## config.mk

```make
export PLATFORM = sky130hd
export DESIGN_NAME = fsk_light_transmitter
export DESIGN_NICKNAME = d
export VERILOG_FILES = /design/src/rtl/fsk_light_transmitter_pkg.sv /design/src/rtl/fsk_light_transmitter_square_wave_generator.sv /design/src/rtl/fsk_light_transmitter.sv
export SDC_FILE = /design/constraint.sdc
export NUM_CORES = 1
export LEC_CHECK = 0
export CAP_MARGIN = 20
export CORE_MARGIN = 3
export CORE_UTILIZATION = 60
export CTS_CLUSTER_DIAMETER = 60
export CTS_CLUSTER_SIZE = 28
export DETAILED_ROUTE_END_ITERATION = 6
export PLACE_DENSITY = 0.82
export SETUP_SLACK_MARGIN = 0.5
export SKIP_LAST_GASP = 1
export SYNTH_ARGS = -nofsm -noshare
export SYNTH_HDL_FRONTEND = slang
export SYNTH_HIERARCHICAL = 1
export SYNTH_SLANG_ARGS = --single-unit
```

## constraint.sdc

```tcl
create_clock -name s00_axi_aclk -period 6.7 [get_ports s00_axi_aclk]
set_clock_uncertainty 0.1 [all_clocks]
set_input_delay 1.34 -clock s00_axi_aclk [delete_from_list [all_inputs] [get_ports s00_axi_aclk]]
set_output_delay 1.34 -clock s00_axi_aclk [all_outputs]
set_load 0.05 [all_outputs]
```

## src/rtl/fsk_light_transmitter_pkg.sv

```systemverilog
// Shared state encoding and tone half-period helper for the FSK light transmitter.
package fsk_light_transmitter_pkg;

    typedef enum logic [2:0] {
        ST_IDLE   = 3'd0,
        ST_EMIT   = 3'd1,
        ST_GUARD  = 3'd2,
        ST_NEXT   = 3'd3,
        ST_FINISH = 3'd4
    } state_t;

    // Clocks per half tone period, never below one so the wave always toggles.
    function automatic logic [31:0] half_period(input int unsigned clock_hz,
                                                input int unsigned tone_hz);
        int unsigned h;
        h = clock_hz / (2 * tone_hz);
        return (h == 0) ? 32'd1 : h;
    endfunction

endpackage

```

## src/rtl/fsk_light_transmitter_square_wave_generator.sv

```systemverilog
// Free-running square wave with a programmable half period; restart forces phase high.
module square_wave_generator (
    input  logic        clock,
    input  logic        aresetn,
    input  logic        restart,
    input  logic [31:0] half_period,
    output logic        wave
);

    logic [31:0] half_count;
    logic        phase;

    always_ff @(posedge clock or negedge aresetn) begin
        if (!aresetn) begin
            half_count <= '0;
            phase      <= 1'b1;
        end else if (restart) begin
            half_count <= '0;
            phase      <= 1'b1;
        end else if (half_count == half_period - 32'd1) begin
            half_count <= '0;
            phase      <= ~phase;
        end else begin
            half_count <= half_count + 32'd1;
        end
    end

    assign wave = phase;

endmodule

```

## src/rtl/fsk_light_transmitter.sv

```systemverilog
// Sends a serial bit pattern as FSK tone bursts on one LED, with dark guard gaps.
//
// state     | meaning
// ----------+-----------------------------------------------------
// ST_IDLE   | waiting for start; pattern/length/repeat captured on accept
// ST_EMIT   | tone burst for the current symbol, SYMBOL_CLOCKS long
// ST_GUARD  | forced dark for GUARD_CLOCKS
// ST_NEXT   | one cycle: advance index, wrap on repeat, or finish
// ST_FINISH | one cycle: raises done on the way back to idle
module fsk_light_transmitter
    import fsk_light_transmitter_pkg::*;
#(
    parameter int unsigned CLOCK_FREQUENCY = 100000000,
    parameter int unsigned FREQUENCY0      = 5000,
    parameter int unsigned FREQUENCY1      = 10000,
    parameter int unsigned SYMBOL_CLOCKS   = 1000000,
    parameter int unsigned GUARD_CLOCKS    = 100000,
    parameter int unsigned PATTERN_WIDTH   = 32
) (
    input  logic                               s00_axi_aclk,
    input  logic                               s00_axi_aresetn,
    input  logic                               start,
    input  logic                               stop,
    input  logic                               repeat_en,
    input  logic [PATTERN_WIDTH-1:0]           pattern,
    input  logic [$clog2(PATTERN_WIDTH):0]     pattern_length,
    output logic                               led,
    output logic                               busy,
    output logic                               done,
    output logic [$clog2(PATTERN_WIDTH)-1:0]   symbol_index
);

    localparam int IW = $clog2(PATTERN_WIDTH);
    localparam int LW = IW + 1;
    localparam logic [LW-1:0] MAX_LEN    = LW'(PATTERN_WIDTH);
    localparam logic [31:0]   HALF0      = half_period(CLOCK_FREQUENCY, FREQUENCY0);
    localparam logic [31:0]   HALF1      = half_period(CLOCK_FREQUENCY, FREQUENCY1);
    localparam logic [31:0]   SYM_LOAD   = SYMBOL_CLOCKS - 32'd1;
    localparam logic [31:0]   GUARD_LOAD = GUARD_CLOCKS - 32'd1;

    state_t state, state_next;

    logic [PATTERN_WIDTH-1:0] pat_q;
    logic [LW-1:0]            len_q;
    logic                     rep_q;
    logic [IW-1:0]            idx_q;
    logic [31:0]              timer;
    logic [LW-1:0]            len_clamped;
    logic                     accept;
    logic                     more;
    logic [31:0]              half;
    logic                     wave;
    logic                     led_d, busy_d, done_d;

    assign len_clamped = (pattern_length > MAX_LEN) ? MAX_LEN : pattern_length;
    assign accept      = (state == ST_IDLE) && start && !stop;
    assign more        = ({1'b0, idx_q} + LW'(1)) < len_q;
    assign half        = pat_q[idx_q] ? HALF1 : HALF0;

    always_ff @(posedge s00_axi_aclk or negedge s00_axi_aresetn) begin
        if (!s00_axi_aresetn) state <= ST_IDLE;
        else                  state <= state_next;
    end

    always_comb begin
        state_next = state;
        unique case (state)
            ST_IDLE:   if (accept) state_next = (len_clamped == '0) ? ST_FINISH : ST_EMIT;
            ST_EMIT:   if (timer == 32'd0) state_next = (GUARD_CLOCKS == 0) ? ST_NEXT : ST_GUARD;
            ST_GUARD:  if (timer == 32'd0) state_next = ST_NEXT;
            ST_NEXT:   state_next = (more || rep_q) ? ST_EMIT : ST_FINISH;
            ST_FINISH: state_next = ST_IDLE;
            default:   state_next = ST_IDLE;
        endcase
        if (stop && state != ST_IDLE) state_next = ST_IDLE;
    end

    always_comb begin
        led_d  = (state == ST_EMIT) && wave && !stop;
        busy_d = (state != ST_IDLE) && !stop;
        done_d = (state == ST_FINISH) && !stop;
    end

    always_ff @(posedge s00_axi_aclk or negedge s00_axi_aresetn) begin
        if (!s00_axi_aresetn) begin
            led  <= 1'b0;
            busy <= 1'b0;
            done <= 1'b0;
        end else begin
            led  <= led_d;
            busy <= busy_d;
            done <= done_d;
        end
    end

    always_ff @(posedge s00_axi_aclk or negedge s00_axi_aresetn) begin
        if (!s00_axi_aresetn) begin
            pat_q <= '0;
            len_q <= '0;
            rep_q <= 1'b0;
            idx_q <= '0;
            timer <= '0;
        end else begin
            if (accept) begin
                pat_q <= pattern;
                len_q <= len_clamped;
                rep_q <= repeat_en;
                idx_q <= '0;
            end else if (state == ST_NEXT && !stop) begin
                if (more)       idx_q <= idx_q + IW'(1);
                else if (rep_q) idx_q <= '0;
            end
            // One down-counter serves both the burst and the guard interval.
            if (state_next == ST_EMIT && state != ST_EMIT)
                timer <= SYM_LOAD;
            else if (state_next == ST_GUARD && state != ST_GUARD)
                timer <= GUARD_LOAD;
            else if (timer != 32'd0)
                timer <= timer - 32'd1;
        end
    end

    assign symbol_index = idx_q;

    square_wave_generator u_wave (
        .clock       (s00_axi_aclk),
        .aresetn     (s00_axi_aresetn),
        .restart     (state != ST_EMIT),
        .half_period (half),
        .wave        (wave)
    );

endmodule

```

==> results.yml <==
timing:
  setup_viol: 0
  rsz0062_at_grt: "no"
  relSlewSlack: 0.267
  hold_ws_ps: 377
  tightest_slew_ps: 1100
  max_freq_mhz: 198
  tns_ps: 0
  fin_crit_sh: 0.753
  period_minus_slack_ps: 5040
  maxSlewViolCount: 0
  hold_viol_final: 0
grt:
  grt_pass1_vias: 6033
  antenna_found_initial: 0
  grt_usage: 0.257
  grt-ovfl-total: 0
  met1_usage: 0.335
  grt_pass1_wl_um: 27700
  use_met2: 0.432
  grt_start_max_net_pins: 61
  use_met3: 0.0451
  top_usage_layer: "met2"
floorplan:
  num_rows: 39
  initial_core_util: 0.628
  core_area_um2: 11700
  die_area_um2: 13600
  die_h_um: 117
  ioPinCount: 51
  die_w_um: 117
critical_path:
  startpoint_type: "register"
  cpPeakStageDelay_ps: 870
  path_common_cell: "buf_4"
  cp_data_arrival_time_ps: 5280
  critPathCaptureType: "register"
  cp_top_family: "multiplexers"
  startpoint: "symbol_index[0]"
  slowest_stage: "dfrtp_1"
  crit_chain: "mux4_2, mux2_2, o221ai_1, o31a_1, buf_4, inv_1, or3b_2, xor2_1, a31oi_1, o32ai_1, nand4_1, nor4_4, buf_4, mux2i_1"
  crit_end: "u_wave/wave"
  r2r-end: "u_wave/wave"
  worst-r2r-setup-slack_ps: 1660
  worstRegToRegCells: 14
  cp.required_ps: 6940
  path_max_fanout: 33
  cp_num_buf_inv: 3
  crit_cells: 14
  criticalPathCategory: "register to register"
  regToRegStartpoint: "symbol_index[0]"
clocking:
  tritoncts: "done"
  h-tree-depth: 4
  post_cts_resize_count: 0
  cts.sinks: 115
  cts_setup_buffers: 0
  cts_hold_buffers: 0
  cts_root_buf: "clkbuf_16"
  clk_pin_slew_worst_paths_ps: 50
  worstSkewPairLatency_ps: 410
  cts_buffer_depth: 2
  numCtsBuffers: 17
synthesis:
  netlist_area_um2: 7330
  ys.flop_type: "dfrtp_1"
  netlist.area_leader.share: 0.389
  yosys_register_bits: 115
  yosysSeqAreaShare: 0.393
  synth_cell_types: 72
  yosys_warnings: 6
  synthTopCellsByArea: "dfrtp_1, nand2_1, xor2_1"
  synth_top_cell_by_area: "dfrtp_1"
  synth_edf_count: 0
  async_reset_ff_frac: 1.00
  syn_area_per_cell_um2: 8.99
  synthCells: 815
flow_run:
  maxCapViolCount: 0
finish:
  area_delta_synth_final_pct: 21.1
  n_antenna_cell: 0
  fillers: 819
  layout_common_cells: "nand2_1, dfrtp_1, conb_1, nor2_1, clkdlybuf4s50_1"
  layout_commonest_cell: "nand2_1"
  layout.nets: 1014
  layout-drive-gt1-share: 0.0903
drt:
  detail_route.wl_per_cell_um: 14.4
  drt_iter0_markers: 453
  drc_errors: 0
  detail_route.vias_per_cell: 5.55
  vias: 6204
  routed_wl_um: 16100
  drtAntennaViolNets: 0
  dr.pass1.iters: 5
power_and_ir_drop:
  p_leak_nw: 3.91
  finalPower_mw: 2.43
  ir_drop_uv: 209
  p_per_area_nw_per_um2: 274
worst_hold_path:
  min_path_type: "register to register"
placement:
  port_buffers: 50
  dp_hpwl_um: 11100
  gp_congestion: 0.822
run_status:
  status: "finished clean"
-- cell usage after synthesis, types with 5 or more instances --
| cell | count |
|---|---|
| nand2_1 | 131 |
| dfrtp_1 | 114 |
| nor2_1 | 66 |
| xor2_1 | 47 |
| xnor2_1 | 43 |
| nor3_1 | 39 |
| nand3_1 | 35 |
| clkbuf_1 | 29 |
| nor3_2 | 21 |
| inv_1 | 19 |
| o21ai_0 | 18 |
| nand4_1 | 17 |
| nor4_1 | 16 |
| or4_1 | 16 |
| a21oi_1 | 15 |
| and3_1 | 13 |
| or3_1 | 12 |
| mux2i_1 | 11 |
| ha_1 | 10 |
| nor2b_1 | 10 |
| nor3b_1 | 8 |
| nand2b_1 | 7 |
| nand3b_1 | 7 |
| o21ai_1 | 7 |
| a21o_1 | 5 |
| and4_1 | 5 |
| mux4_2 | 5 |
| o31a_1 | 5 |
-- state kept, by name, summed over array words and instances (netlist names) --
| signal | flops |
|---|---|
| pat_q | 32 |
| timer | 32 |
| u_wave/half_count | 32 |
| len_q | 6 |
| symbol_index | 5 |
| state | 3 |
| busy | 1 |
| done | 1 |
| led | 1 |
| rep_q | 1 |
| u_wave/wave | 1 |
-- worst min-delay path by stage --
stage	start	to	slack (ps)	depth (start not counted)
6_report	pat_q[3]	pat_q[3]	380	2
5_1_grt	pat_q[20]	pat_q[20]	400	2
4_1_cts	pat_q[2]	pat_q[2]	380	2
3_5_place_dp	pat_q[3]	pat_q[3]	360	2
3_3_place_gp	pat_q[17]	pat_q[17]	360	2
2_1_floorplan	pat_q[10]	pat_q[10]	340	2
-- power breakdown --
group,total (mW),internal (mW),switching [mW]
Sequential,0.934,0.830,0.104
Combinational,0.599,0.231,0.368
Clock,0.902,0.581,0.321
Total,2.43,1.64,0.793
-- per-layer routing --
layer  wire length, um  vias to the layer above  share of wire
met5                 0                        -              0
met4               299                        0          0.019
met3               575                       29          0.036
met2              7960                      120           0.49
met1              7280                     2974           0.45
li1                  -                     3081              -
-- worst register-to-register path: stages (launching register included) --
cell and delay [ps]:
dfrtp_1 870, mux4_2 600, mux2_2 270, o221ai_1 210, o31a_1 190, buf_4 240
inv_1 270, or3b_2 560, xor2_1 170, a31oi_1 120, o32ai_1 200, nand4_1 200
nor4_4 280, buf_4 460, mux2i_1 260
-- final cells by class --
| type | count | area [um2] | area share |
|---|---|---|---|
| Multi-Input combinational cell | 752 | 4610 | 0.519 |
| Clock buffer | 18 | 429 | 0.0484 |
| Clock inverter | 14 | 164 | 0.0185 |
| Inverter | 19 | 71.3 | 0.00804 |
| Timing Repair Buffer | 56 | 543 | 0.0612 |
| Tap cell | 143 | 179 | 0.0202 |
| Sequential cell | 115 | 2880 | 0.325 |
-- cell families after synthesis --
logic type               share of synthesized area
other                                      0.00102
XOR/XNOR                                     0.111
adder cells (fa/ha/maj)                     0.0171
AO/OA/AOI/OAI                               0.0888
flip-flops                                   0.393
buffers and inverters                       0.0360
multiplexers                                0.0319
AND/OR/NAND/NOR                              0.322
-- metrics by stage --
step                      utilization  setup WS, ps  area, um2  cells
after floorplan                     -          2090       7750    927
final                           0.761          1660       8870   1117
after global routing            0.761          1330       8870   1117
after detailed placement        0.710          1730       8280   1085
after global placement          0.710          1900       8280   1085
after CTS                       0.761          1680       8870   1117
Note: power is estimated with default switching activity, not from simulation.
